[src/rtl/fetch_ctrl_pkg.sv]
// fetch_ctrl_pkg
// Shared types and constants for the instruction fetch sequencer.
//   fetch_state_t        - sequencer state encoding
//   DEFAULT_HALT_OPCODE  - opcode that stops the sequencer unless overridden
//   WATCHDOG_WIDTH       - width of the memory wait counter
//   is_bus_state()       - true in states that drive the memory read request
package fetch_ctrl_pkg;

    typedef enum logic [2:0] {
        ST_IDLE,
        ST_ADDR,
        ST_WAIT,
        ST_DECODE,
        ST_EXEC,
        ST_HALT
    } fetch_state_t;

    localparam logic [7:0] DEFAULT_HALT_OPCODE = 8'hFF;
    localparam int         WATCHDOG_WIDTH      = 8;

    // ADDR and WAIT are the only states that own the address bus.
    function automatic logic is_bus_state(input fetch_state_t s);
        return (s == ST_ADDR) || (s == ST_WAIT);
    endfunction

endpackage

[src/rtl/fetch_watchdog.sv]
// fetch_watchdog
// Counts memory wait cycles and flags a timeout on the LIMIT-th
// consecutive cycle without data.
// Parameters:
//   LIMIT   - number of enabled cycles that produce a timeout (1..255)
// Ports:
//   clk     - clock
//   reset   - synchronous active-high reset
//   clear   - synchronous counter clear (held outside the wait state)
//   enable  - count this cycle (waiting and no data returned)
//   timeout - combinational, high on the enabled cycle that reaches LIMIT
module fetch_watchdog
    import fetch_ctrl_pkg::*;
#(
    parameter int LIMIT = 15
) (
    input  logic clk,
    input  logic reset,
    input  logic clear,
    input  logic enable,
    output logic timeout
);

    localparam logic [WATCHDOG_WIDTH-1:0] LAST  = WATCHDOG_WIDTH'(LIMIT - 1);
    localparam logic [WATCHDOG_WIDTH-1:0] MAXED = '1;

    logic [WATCHDOG_WIDTH-1:0] count;

    // Counter holds at its maximum so it can never wrap back to a
    // value below LAST while the sequencer is still waiting.
    always_ff @(posedge clk) begin
        if (reset || clear) begin
            count <= '0;
        end else if (enable && (count != MAXED)) begin
            count <= count + WATCHDOG_WIDTH'(1);
        end
    end

    // The cycle that would bring the count to LIMIT is the timeout cycle.
    assign timeout = enable && (count == LAST);

endmodule

[src/rtl/fetch_ctrl.sv]
// fetch_ctrl
// Instruction fetch sequencer: requests a byte from memory, latches it into
// the instruction register, strobes decode, waits for the execute unit and
// steers the program counter (increment after a fetch, load on a jump).
// A memory watchdog halts the sequencer with a sticky fault flag when
// memory fails to answer; fetching HALT_OPCODE halts it cleanly.
// Configuration macro:
//   FETCH_CTRL_STEP_EN - adds input i_step; a pulse while idle with i_run
//                        low fetches and executes a single instruction.
// Parameters:
//   MEM_TIMEOUT  - wait cycles without i_mem_ready before fault (1..255)
//   HALT_OPCODE  - opcode that halts the sequencer
// Ports:
//   i_clk, i_reset        - clock, synchronous active-high reset
//   i_step                - single-step request (macro builds only)
//   i_run                 - level, permits fetching
//   i_mem_ready           - memory data valid
//   i_mem_data[7:0]       - instruction byte
//   i_exec_done           - execute unit finished
//   i_jump                - with i_exec_done, take branch
//   i_jump_target[7:0]    - branch address
//   o_mem_rd              - memory read request
//   o_pc_noe              - PC address-bus enable, active-low
//   o_pc_incr, o_pc_load  - PC increment / load strobes
//   o_pc_data[7:0]        - PC load value
//   o_ir[7:0], o_ir_valid - instruction register, one-cycle decode strobe
//   o_halted, o_fault     - halt state, sticky timeout fault
module fetch_ctrl
    import fetch_ctrl_pkg::*;
#(
    parameter int         MEM_TIMEOUT = 15,
    parameter logic [7:0] HALT_OPCODE = DEFAULT_HALT_OPCODE
) (
    input  logic       i_clk,
    input  logic       i_reset,
`ifdef FETCH_CTRL_STEP_EN
    input  logic       i_step,
`endif
    input  logic       i_run,
    input  logic       i_mem_ready,
    input  logic [7:0] i_mem_data,
    input  logic       i_exec_done,
    input  logic       i_jump,
    input  logic [7:0] i_jump_target,
    output logic       o_mem_rd,
    output logic       o_pc_noe,
    output logic       o_pc_incr,
    output logic       o_pc_load,
    output logic [7:0] o_pc_data,
    output logic [7:0] o_ir,
    output logic       o_ir_valid,
    output logic       o_halted,
    output logic       o_fault
);

    fetch_state_t state;
    fetch_state_t state_next;

    logic wd_enable;
    logic wd_timeout;
    logic ir_capture;
    logic fault_set;

    fetch_watchdog #(
        .LIMIT   (MEM_TIMEOUT)
    ) u_watchdog (
        .clk     (i_clk),
        .reset   (i_reset),
        .clear   (state != ST_WAIT),
        .enable  (wd_enable),
        .timeout (wd_timeout)
    );

`ifdef FETCH_CTRL_STEP_EN
    // Remembers that the current instruction was started by i_step so the
    // sequencer returns to IDLE after it, whatever i_run does meanwhile.
    logic step_mode;

    always_ff @(posedge i_clk) begin
        if (i_reset) begin
            step_mode <= 1'b0;
        end else if (state == ST_IDLE) begin
            step_mode <= i_step && !i_run;
        end
    end
`endif

    // State register.
    always_ff @(posedge i_clk) begin
        if (i_reset) begin
            state <= ST_IDLE;
        end else begin
            state <= state_next;
        end
    end

    // Instruction register loads only when memory answers in WAIT.
    always_ff @(posedge i_clk) begin
        if (i_reset) begin
            o_ir <= 8'h00;
        end else if (ir_capture) begin
            o_ir <= i_mem_data;
        end
    end

    // Fault flag is sticky; HALT is only left through reset anyway.
    always_ff @(posedge i_clk) begin
        if (i_reset) begin
            o_fault <= 1'b0;
        end else if (fault_set) begin
            o_fault <= 1'b1;
        end
    end

    // Next-state and strobe decode.
    always_comb begin
        state_next = state;
        o_mem_rd   = 1'b0;
        o_pc_noe   = 1'b1;
        o_pc_incr  = 1'b0;
        o_pc_load  = 1'b0;
        o_pc_data  = 8'h00;
        o_ir_valid = 1'b0;
        wd_enable  = 1'b0;
        ir_capture = 1'b0;
        fault_set  = 1'b0;

        if (is_bus_state(state)) begin
            o_mem_rd = 1'b1;
            o_pc_noe = 1'b0;
        end

        case (state)
            ST_IDLE: begin
                if (i_run) begin
                    state_next = ST_ADDR;
`ifdef FETCH_CTRL_STEP_EN
                end else if (i_step) begin
                    state_next = ST_ADDR;
`endif
                end
            end

            ST_ADDR: begin
                state_next = ST_WAIT;
            end

            // Data arriving on the timeout cycle still wins: the fetch
            // succeeded, so no fault is raised.
            ST_WAIT: begin
                if (i_mem_ready) begin
                    ir_capture = 1'b1;
                    o_pc_incr  = 1'b1;
                    state_next = ST_DECODE;
                end else begin
                    wd_enable = 1'b1;
                    if (wd_timeout) begin
                        fault_set  = 1'b1;
                        state_next = ST_HALT;
                    end
                end
            end

            ST_DECODE: begin
                o_ir_valid = 1'b1;
                if (o_ir == HALT_OPCODE) begin
                    state_next = ST_HALT;
                end else begin
                    state_next = ST_EXEC;
                end
            end

            // i_jump means nothing until the execute unit reports done.
            ST_EXEC: begin
                if (i_exec_done) begin
                    if (i_jump) begin
                        o_pc_load = 1'b1;
                        o_pc_data = i_jump_target;
                    end
`ifdef FETCH_CTRL_STEP_EN
                    if (step_mode) begin
                        state_next = ST_IDLE;
                    end else if (i_run) begin
                        state_next = ST_ADDR;
                    end else begin
                        state_next = ST_IDLE;
                    end
`else
                    if (i_run) begin
                        state_next = ST_ADDR;
                    end else begin
                        state_next = ST_IDLE;
                    end
`endif
                end
            end

            ST_HALT: begin
                state_next = ST_HALT;
            end

            default: begin
                state_next = ST_IDLE;
            end
        endcase
    end

    assign o_halted = (state == ST_HALT);

endmodule

[config.mk]
export PLATFORM = sky130hd
export DESIGN_NAME = fetch_ctrl
export DESIGN_NICKNAME = d
export VERILOG_FILES = /design/src/rtl/fetch_ctrl_pkg.sv /design/src/rtl/fetch_watchdog.sv /design/src/rtl/fetch_ctrl.sv
export SDC_FILE = /design/constraint.sdc
export NUM_CORES = 1
export LEC_CHECK = 0
export BUFFER_PORTS_ARGS = -buffer_cell sky130_fd_sc_hd__clkbuf_2
export CAP_MARGIN = 20
export CORE_ASPECT_RATIO = 1.2
export CORE_MARGIN = 3
export CORE_UTILIZATION = 46
export CTS_CLUSTER_SIZE = 20
export DETAILED_ROUTE_END_ITERATION = 10
export GPL_TIMING_DRIVEN = 0
export PLACE_DENSITY = 0.78
export SLEW_MARGIN = 20
export SYNTH_ARGS = -nofsm -noshare
export SYNTH_HDL_FRONTEND = slang
export SYNTH_SLANG_ARGS = --single-unit
[constraint.sdc]
create_clock -name i_clk -period 2 [get_ports i_clk]
set_input_delay 0.2 -clock i_clk [delete_from_list [all_inputs] [get_ports i_clk]]
set_output_delay 0.2 -clock i_clk [all_outputs]
set_load 0.1 [all_outputs]
==> results of run 1 <==
## flip-flops by register name, summed over array words and instances, names as in the netlist
register	count
state	3
o_ir	8
o_fault	1
u_watchdog.count	8
## routing by layer
metal	track usage	wire [µm]	up-vias
met3	0.0405	131	5
met5	0	0	-
met4	0.0751	40	0
met2	0.336	1450	32
li1	-	-	546
met1	0.224	1060	486
## final timing paths
check | endpoint | cells past startpoint
setup / recovery | o_pc_data[3] | 5
hold / removal | o_ir[4]$_SDFFE_PP0N_ | 3
setup reg to reg | u_watchdog.count[1]$_SDFFE_PP0P_ | 5
hold reg to reg | o_ir[5]$_SDFFE_PP0N_ | 2
## per-stage QoR
| stage | cell area [µm²] | instances |
|---|---|---|
| floorplan | 1130 | 129 |
| global placement | 1390 | 203 |
| detailed placement | 1390 | 203 |
| CTS | 1530 | 207 |
| global route | 1550 | 207 |
| finish | 1550 | 207 |
## area by class of cell
cell class | instances | area (µm²)
multi-input cells | 98 | 681
fillers | 169 | 593
flip-flops and latches | 20 | 400
repair buffers | 44 | 314
well taps | 30 | 37.5
plain buffers | 5 | 35.0
clock inverters | 1 | 30.0
inverters | 6 | 26.3
clock buffers | 3 | 22.5
## worst reg2reg max path, stage by stage, from the launching register on
cell	delay (ns)
dfxtp_1	0.33
buf_6	0.14
or4b_4	0.60
a31oi_1	0.30
nor2_1	0.07
a211oi_1	0.24
## power by group through the flow
stage / Sequential, W / Combinational [W] / Clock [W]
2_1_floorplan: 0.000518 / 0.000385 / 0
3_3_place_gp: 0.000447 / 0.000535 / 0
3_5_place_dp: 0.000448 / 0.000542 / 0
4_1_cts: 0.000439 / 0.000551 / 0.000341
5_1_grt: 0.000442 / 0.000594 / 0.000353
6_report: 0.000439 / 0.000563 / 0.000331
## placed cells by master (no fill, tap or decap), drive strengths merged
| cell type | count |
|---|---|
| nor2 | 11 |
| or3 | 2 |
| a21o | 1 |
| clkinvlp | 1 |
| a2111oi | 2 |
| a211oi | 3 |
| xnor2 | 4 |
| ha | 2 |
| o311ai | 1 |
| nand3 | 2 |
| o21ai | 3 |
| a21oi | 13 |
| nand4 | 2 |
| dfxtp | 20 |
| and4 | 2 |
| nor3 | 3 |
| nand2 | 22 |
| clkbuf | 41 |
| a31oi | 1 |
| a41oi | 1 |
| clkinv | 1 |
| and2 | 9 |
| o211ai | 1 |
| or4b | 1 |
| inv | 4 |
| nand4b | 1 |
| bufinv | 1 |
| nor4 | 1 |
| o22ai | 1 |
| nand2b | 3 |
| and3 | 2 |
| nor4b | 1 |
| buf | 11 |
| nor2b | 1 |
| nor3b | 2 |
## cell families (layout without fill, tap and decap cells)
logic type               after synthesis  count (layout)
buffers and inverters                 11              59
adder cells (fa/ha/maj)                2               2
flip-flops                            20              20
XOR/XNOR                               4               4
AO/OA/AOI/OAI                         27              27
AND/OR/NAND/NOR                       65              65
## repair_timing
| action | in CTS | in global routing |
|---|---|---|
| pin swaps | 0 | 1 |
| gates resized for setup | 19 | 13 |
| setup endpoints to repair | 10 | 12 |
==> results.cfg, run 1 <==
[pwr]
switching_share = 0.424
total_power_w = 0.00133
vdd_drop_max_uv = 875
p_sw_w = 0.000565
p_int_w = 0.000768
power.density_mw_per_mm2 = 862
power_leakage_nw = 0.604
pwr-share-comb = 0.422
seqPwrFrac = 0.329
pwr-share-clk = 0.249

[final_layout]
finalCoreUtilization = 0.723
layout-area-overhead-vs-synth_pct = 44.7
nNetsFinal = 202
drive_gt1_frac = 0.401
antennaDiodeCount = 0

[sta]
slew_headroom = 0.637
finalHoldWorstSlack_ns = 0.0939
finalSetupViolCount = 0
drv_slew = 0
layout_min_cycle_time_ns = 1.90
fmax_mhz = 526
finalHoldViolCount = 0
period_share = 0.951
timing.final.ws_setup_ns = 0.0976
fin_skew_ns = 0.0119
rsz0062_at_grt = false
finalSetupTns_ns = 0
tightest_slew_ns = 0.546

[worst_setup_path]
critical_path.max_fanout = 9
critPathCaptureType = output port
crit_buf_inv = 3
critPathTopFamily = simple AND/OR/NAND/NOR gates
max_stage_delay_ns = 0.35
slowest_stage = dfxtp_1
critical_path_class = reg2out
critPathRequiredTime_ns = 1.80
cp_cell_sequence = buf_6 > inv_1 > nor3_4 > and2_4 > buf_8
reg2reg_from = state[2]$_SDFFE_PP0P_
startpoint_type = flip-flop
critPathLaunch = state[2]$_SDFFE_PP0P_
r2r_slack_ns = 0.25
arrival_ns = 1.70

[die]
core_mm2 = 0.00214
initial_core_util = 0.499
die_area_mm2 = 0.00294
die_x_um = 50.0
ios = 45
die_y_um = 58.8
std_cell_rows = 18

[route]
detail_route.wirelength_um = 2680
dr.pass1.iters = 4
drt_iter0_markers = 13
drtAntennaViolNets = 0
drc_errors = 0
wire_per_inst_um = 12.9
viasPerCell = 5.16
dr_total_vias = 1069

[logic_synthesis]
syn_avg_cell_area_um2 = 8.28
synth.area.mux_share = 0
synth_top_area_cell = dfxtp_1
synth_top_area_frac = 0.375
seq_area_frac_synth = 0.375
synth_adder_area_share = 0.0234
synth_top_family_by_area = simple AND/OR/NAND/NOR gates
synth-simple-area-share = 0.333
yosysMostFrequentCell = nand2_1
synth_compound_area_frac = 0.190
synth-xor-area-share = 0.0328
synth_common_cells = nand2_1 (22), dfxtp_1 (20), a21oi_1 (13)
yosysWarnings = 0
netlist_instances = 129
ys_ff_latch = 20
synth_edf_count = 0
netlist_area_mm2 = 0.00107
async_reset_ff_frac = 0
ys_top_cells_by_area = dfxtp_1 (37%), nand2_1 (7.7%), a21oi_1 (6.1%), and2_1 (5.3%), a2111oi_4 (5.2%)
synthDistinctLibCells = 35
synthFlopType = dfxtp_1
synth_fp_nets = 153

[outcome]
status = finished, final reports clean

[clock_network]
postCtsHoldBufs = 0
clk_latency_ns = 0.31
clock_sinks = 20
cts_tree = done
cts-root-buf = clkbuf_4
clk_pin_slew_ns = 0.12
htreeDepth = 1
cts_buffer_depth = 2
post_cts_buffers = 0
cts_buffers = 3

[hold_path]
hold_class = in2reg
min-delay-start = i_mem_data[4]

[global_routing]
antenna_found_initial = 0
grt.total_usage = 0.191
grt_pass1_vias = 965
grt_max_degree = 13
grt_pass1_wl_um = 4290
grt-ovfl-total = 0

[placed_design]
pre_cts_ws_ns = 0.165
hpwl_um = 1970
gp_congestion = 0.847
io_buffers = 44

[flow_run]
maxCapViolCount = 0
(Power assumes the default switching activity.)
==> run 2: changes to the inputs <==
- CORE_MARGIN: 3 -> unset
==> results.cfg, run 2 (synthesis gave the netlist of run 1 again) <==
[outcome]
status = finished, final reports clean

[route]
viasPerCell = 5.14
dr_total_vias = 1064
top_layer = met4
wl_met3_um = 83
met2WireLength_um = 1510
detail_route.wirelength_um = 2710
drc_errors = 0
drt_iter0_markers = 27
drt-met1-wl_um = 1100
dr.pass1.iters = 4
drtAntennaViolNets = 0
wire_per_inst_um = 13.1

[pwr]
power.density_mw_per_mm2 = 868
p_int_w = 0.000766
pwr-share-comb = 0.419
power_leakage_nw = 0.601
switching_share = 0.425
p_sw_w = 0.000567
vdd_drop_max_uv = 855
pwr-share-clk = 0.251
seqPwrFrac = 0.330

[clock_network]
cts_buffers = 3
clk_pin_slew_ns = 0.12
clock_sinks = 20
cts-root-buf = clkbuf_4
clk_latency_ns = 0.30
cts_buffer_depth = 2
htreeDepth = 1
cts_tree = done

[worst_setup_path]
arrival_ns = 1.71
critical_path_class = reg2out
startpoint_type = flip-flop
critPathCaptureType = output port
critPathRequiredTime_ns = 1.80
critical_path.max_fanout = 9

[die]
initial_core_util = 0.505
core_mm2 = 0.00212
std_cell_rows = 18
die_y_um = 54.8
ios = 45
die_x_um = 46.0
die_area_mm2 = 0.00252

[placed_design]
hpwl_um = 1960
gp_congestion = 0.872
io_buffers = 44
dp.cells = 203
pre_cts_ws_ns = 0.151

[final_layout]
layout_common_cells = clkbuf_2 (33), nand2_1 (20), dfxtp_1 (20)
top_regs = o_ir (8), u_watchdog.count (8), state (3)
nFillCells = 174
antennaDiodeCount = 0
final_common_cell = clkbuf_2
nNetsFinal = 202
drive_gt1_frac = 0.401
fin_cells = 207
layout-area-overhead-vs-synth_pct = 43.8

[global_routing]
grt_pass1_wl_um = 4180
antenna_found_initial = 0
grt_pass1_vias = 965
grt-ovfl-total = 0
grt_max_degree = 13
grt.total_usage = 0.231

[sta]
timing.final.ws_setup_ns = 0.0874
layout_min_cycle_time_ns = 1.91
finalHoldViolCount = 0
period_share = 0.956
rsz0062_at_grt = false
slew_headroom = 0.634
fin_skew_ns = 0.00399
drv_slew = 0
finalSetupTns_ns = 0
fmax_mhz = 523
finalSetupViolCount = 0
tightest_slew_ns = 0.551

[flow_run]
maxCapViolCount = 0

[hold_path]
hold_class = in2reg
run 2: changes by cell type in the layout (fill, tap and decap cells not counted):
cell,change
buf_8,-8
clkbuf_8,+8
run 2: critical path, stage by stage, from the launching register on:
cell and delay, ns:
dfxtp_1 0.34, buf_6 0.15, inv_1 0.12, nor3_4 0.35, and2_1 0.20, clkbuf_8 0.24
run 2: timing repair:
action / 4_1_cts / 5_1_grt
setup buffers: 0 / 0
cloned: 0 / 0
endpoints found under the setup margin: 10 / 12
pin swaps: 0 / 1
resized for setup: 19 / 5
hold buffers: 0 / 0
run 2: per-layer routing:
metal / track usage / vias to the layer above
met5: 0 / -
met4: 0.0735 / 0
met3: 0.0363 / 4
met2: 0.404 / 23
met1: 0.283 / 490
li1: - / 547
run 2: power by group through the flow:
| stage | sequential, W | combinational (W) | clock, W |
|---|---|---|---|
| CTS | 0.000440 | 0.000549 | 0.000336 |
| global placement | 0.000447 | 0.000533 | 0 |
| finish | 0.000440 | 0.000559 | 0.000334 |
| global route | 0.000444 | 0.000589 | 0.000357 |
| detailed placement | 0.000449 | 0.000540 | 0 |
| floorplan | 0.000518 | 0.000385 | 0 |
run 2: layout make-up:
class                           instances  area (µm²)  area share
Clock buffer                            3        22.5      0.0147
Multi-Input combinational cell         98         681       0.443
Buffer                                  5        35.0      0.0228
Tap cell                               30        37.5      0.0244
Timing Repair Buffer                   44         304       0.198
Sequential cell                        20         400       0.261
Clock inverter                          1        30.0      0.0195
Inverter                                6        26.3      0.0171
run 2: path summary, 6_finish.rpt:
kind,from,to,slack (ns),cells past startpoint
worst max-delay path,state[2]$_SDFFE_PP0P_,o_pc_data[0],0.09,5
worst min-delay path,i_mem_data[2],o_ir[2]$_SDFFE_PP0N_,0.10,3
worst max register to register,state[2]$_SDFFE_PP0P_,u_watchdog.count[1]$_SDFFE_PP0P_,0.27,5
worst min register to register,o_ir[4]$_SDFFE_PP0N_,o_ir[4]$_SDFFE_PP0N_,0.49,2
run 2: through the flow:
step	util	instance area, µm²	hold WS (ns)	power (W)
CTS	0.721	1530	0.0960	0.00133
floorplan	-	1130	0.336	0.000903
detailed placement	0.658	1390	0.431	0.000989
finish	0.726	1540	0.104	0.00133
global route	0.726	1540	0.109	0.00139
global placement	0.658	1390	0.424	0.000980
==> run 3: changes to the inputs <==
- CORE_MARGIN: unset -> 2
==> results.cfg, run 3 (synthesis gave the netlist of run 1 again) <==
[die]
core_mm2 = 0.00223
std_cell_rows = 19
die_y_um = 56.8
initial_core_util = 0.478
die_x_um = 48.0
ios = 45
die_area_mm2 = 0.00273

[placed_design]
hpwl_um = 1860
io_buffers = 44
dp.cells = 204
gp_congestion = 0.870

[route]
drtAntennaViolNets = 0
detail_route.wirelength_um = 2730
drt_iter0_markers = 33
dr_total_vias = 1099
drc_errors = 0
wire_per_inst_um = 13.0
viasPerCell = 5.23
dr.pass1.iters = 4

[hold_path]
hold_path_end = o_ir[5]$_SDFFE_PP0N_
min_path_cells = 3
min-delay-start = i_mem_data[5]
hold_class = in2reg

[sta]
finalHoldViolCount = 0
fmax_mhz = 521
drv_slew = 0
fin_skew_ns = 0.00425
slew_headroom = 0.635
tightest_slew_ns = 0.551
finalSetupViolCount = 0
rsz0062_at_grt = false
layout_min_cycle_time_ns = 1.92
period_share = 0.960

[worst_setup_path]
slowest_stage = dfxtp_1
crit_buf_inv = 3
r2r_end = u_watchdog.count[1]$_SDFFE_PP0P_
critical_path.max_fanout = 10
cp_cell_sequence = buf_6 > nor2b_4 > nand2_2 > nor3_4 > buf_4 > and2_4 > clkbuf_8
critPathCaptureType = output port
startpoint_type = flip-flop
critPathTopFamily = buffers and inverters
r2r_slack_ns = 0.22
worst_r2r_path_depth = 5
max_stage_delay_ns = 0.34
arrival_ns = 1.72
critical_path_class = reg2out
critPathLaunch = state[0]$_SDFFE_PP0P_
reg2reg_from = state[2]$_SDFFE_PP0P_
critPathRequiredTime_ns = 1.80

[clock_network]
clk_latency_ns = 0.31
htreeDepth = 1
clk_pin_slew_ns = 0.12
cts-root-buf = clkbuf_4
clock_sinks = 20
cts_tree = done
cts_buffer_depth = 2
cts_buffers = 3
postCtsHoldBufs = 0

[pwr]
power_leakage_nw = 0.615
total_power_w = 0.00135
vdd_drop_max_uv = 687
power.density_mw_per_mm2 = 861

[global_routing]
antenna_found_initial = 0
grt.total_usage = 0.227
grt_pass1_wl_um = 4490
grt-ovfl-total = 0
grt_pass1_vias = 1004
grt_max_degree = 13

[final_layout]
antennaDiodeCount = 0
top_regs = o_ir (8), u_watchdog.count (8), state (3)
layout-area-overhead-vs-synth_pct = 46.4
layout_common_cells = clkbuf_2 (33), nand2_1 (20), dfxtp_1 (20)
fin_cells = 210
final_common_cell = clkbuf_2
nNetsFinal = 204
drive_gt1_frac = 0.408

[flow_run]
maxCapViolCount = 0

[outcome]
status = finished, final reports clean
## run 3: cell types whose count changed in the layout (fill, tap and decap cells not counted)
| cell | before | now |
|---|---|---|
| clkbuf_8 | 9 | 3 |
| buf_8 | 0 | 4 |
| buf_4 | 0 | 2 |
| buf_12 | 0 | 1 |
| buf_2 | 1 | 0 |
| buf_6 | 2 | 3 |
| clkbuf_4 | 5 | 6 |
## run 3: final cells by class
type                            count  area, µm²
Timing Repair Buffer               46        330
Tap cell                           31       38.8
Inverter                            6       26.3
Sequential cell                    20        400
Multi-Input combinational cell     98        681
Clock inverter                      1       30.0
Clock buffer                        3       22.5
Buffer                              5       35.0
Fill cell                         186        671
## run 3: worst max path at each step
stage / endpoint / slack (ns) / cells after the start
after floorplan: o_pc_data[0] / -0.62 / 5
after CTS: o_pc_data[0] / 0.007 / 6
final: o_pc_data[2] / 0.08 / 7
after global routing: o_pc_data[2] / 0.004 / 7
after detailed placement: o_pc_incr / 0.16 / 5
after global placement: o_pc_incr / 0.19 / 5
## run 3: power by group
part	internal (W)	total (W)	switching (W)
sequential	0.000422	0.000440	0.0000180
clock	0.000203	0.000340	0.000137
combinational	0.000148	0.000567	0.000419
total	0.000773	0.00135	0.000574
## run 3: worst min-delay path, cell delays in order
cell,delay [ns]
clkbuf_2,0.08
nand2_1,0.04
a21oi_1,0.05
## run 3: routing by layer
| metal | GRT usage | up-vias | wire [µm] |
|---|---|---|---|
| met5 | 0 | - | 0 |
| met4 | 0.116 | 0 | 70 |
| met3 | 0.0418 | 9 | 123 |
| met2 | 0.333 | 37 | 1390 |
| met1 | 0.307 | 502 | 1150 |
| li1 | - | 551 | - |
## run 3: metrics by stage
| stage | hold WS (ns) | area, µm² | setup slack, ns | setup TNS [ns] | util |
|---|---|---|---|---|---|
| global route | 0.0935 | 1560 | 0.00409 | 0 | 0.700 |
| detailed placement | 0.434 | 1390 | 0.159 | 0 | 0.624 |
| global placement | 0.428 | 1390 | 0.191 | 0 | 0.624 |
| CTS | 0.0820 | 1520 | 0.00662 | 0 | 0.682 |
| finish | 0.0925 | 1560 | 0.0803 | 0 | 0.700 |
| floorplan | 0.336 | 1130 | -0.616 | -2.39 | - |
## run 3: what timing repair did
action / in CTS / in global routing
buffers inserted: 0 / 2
setup endpoints to repair: 10 / 12
pin swaps: 1 / 1
gates resized for setup: 19 / 13
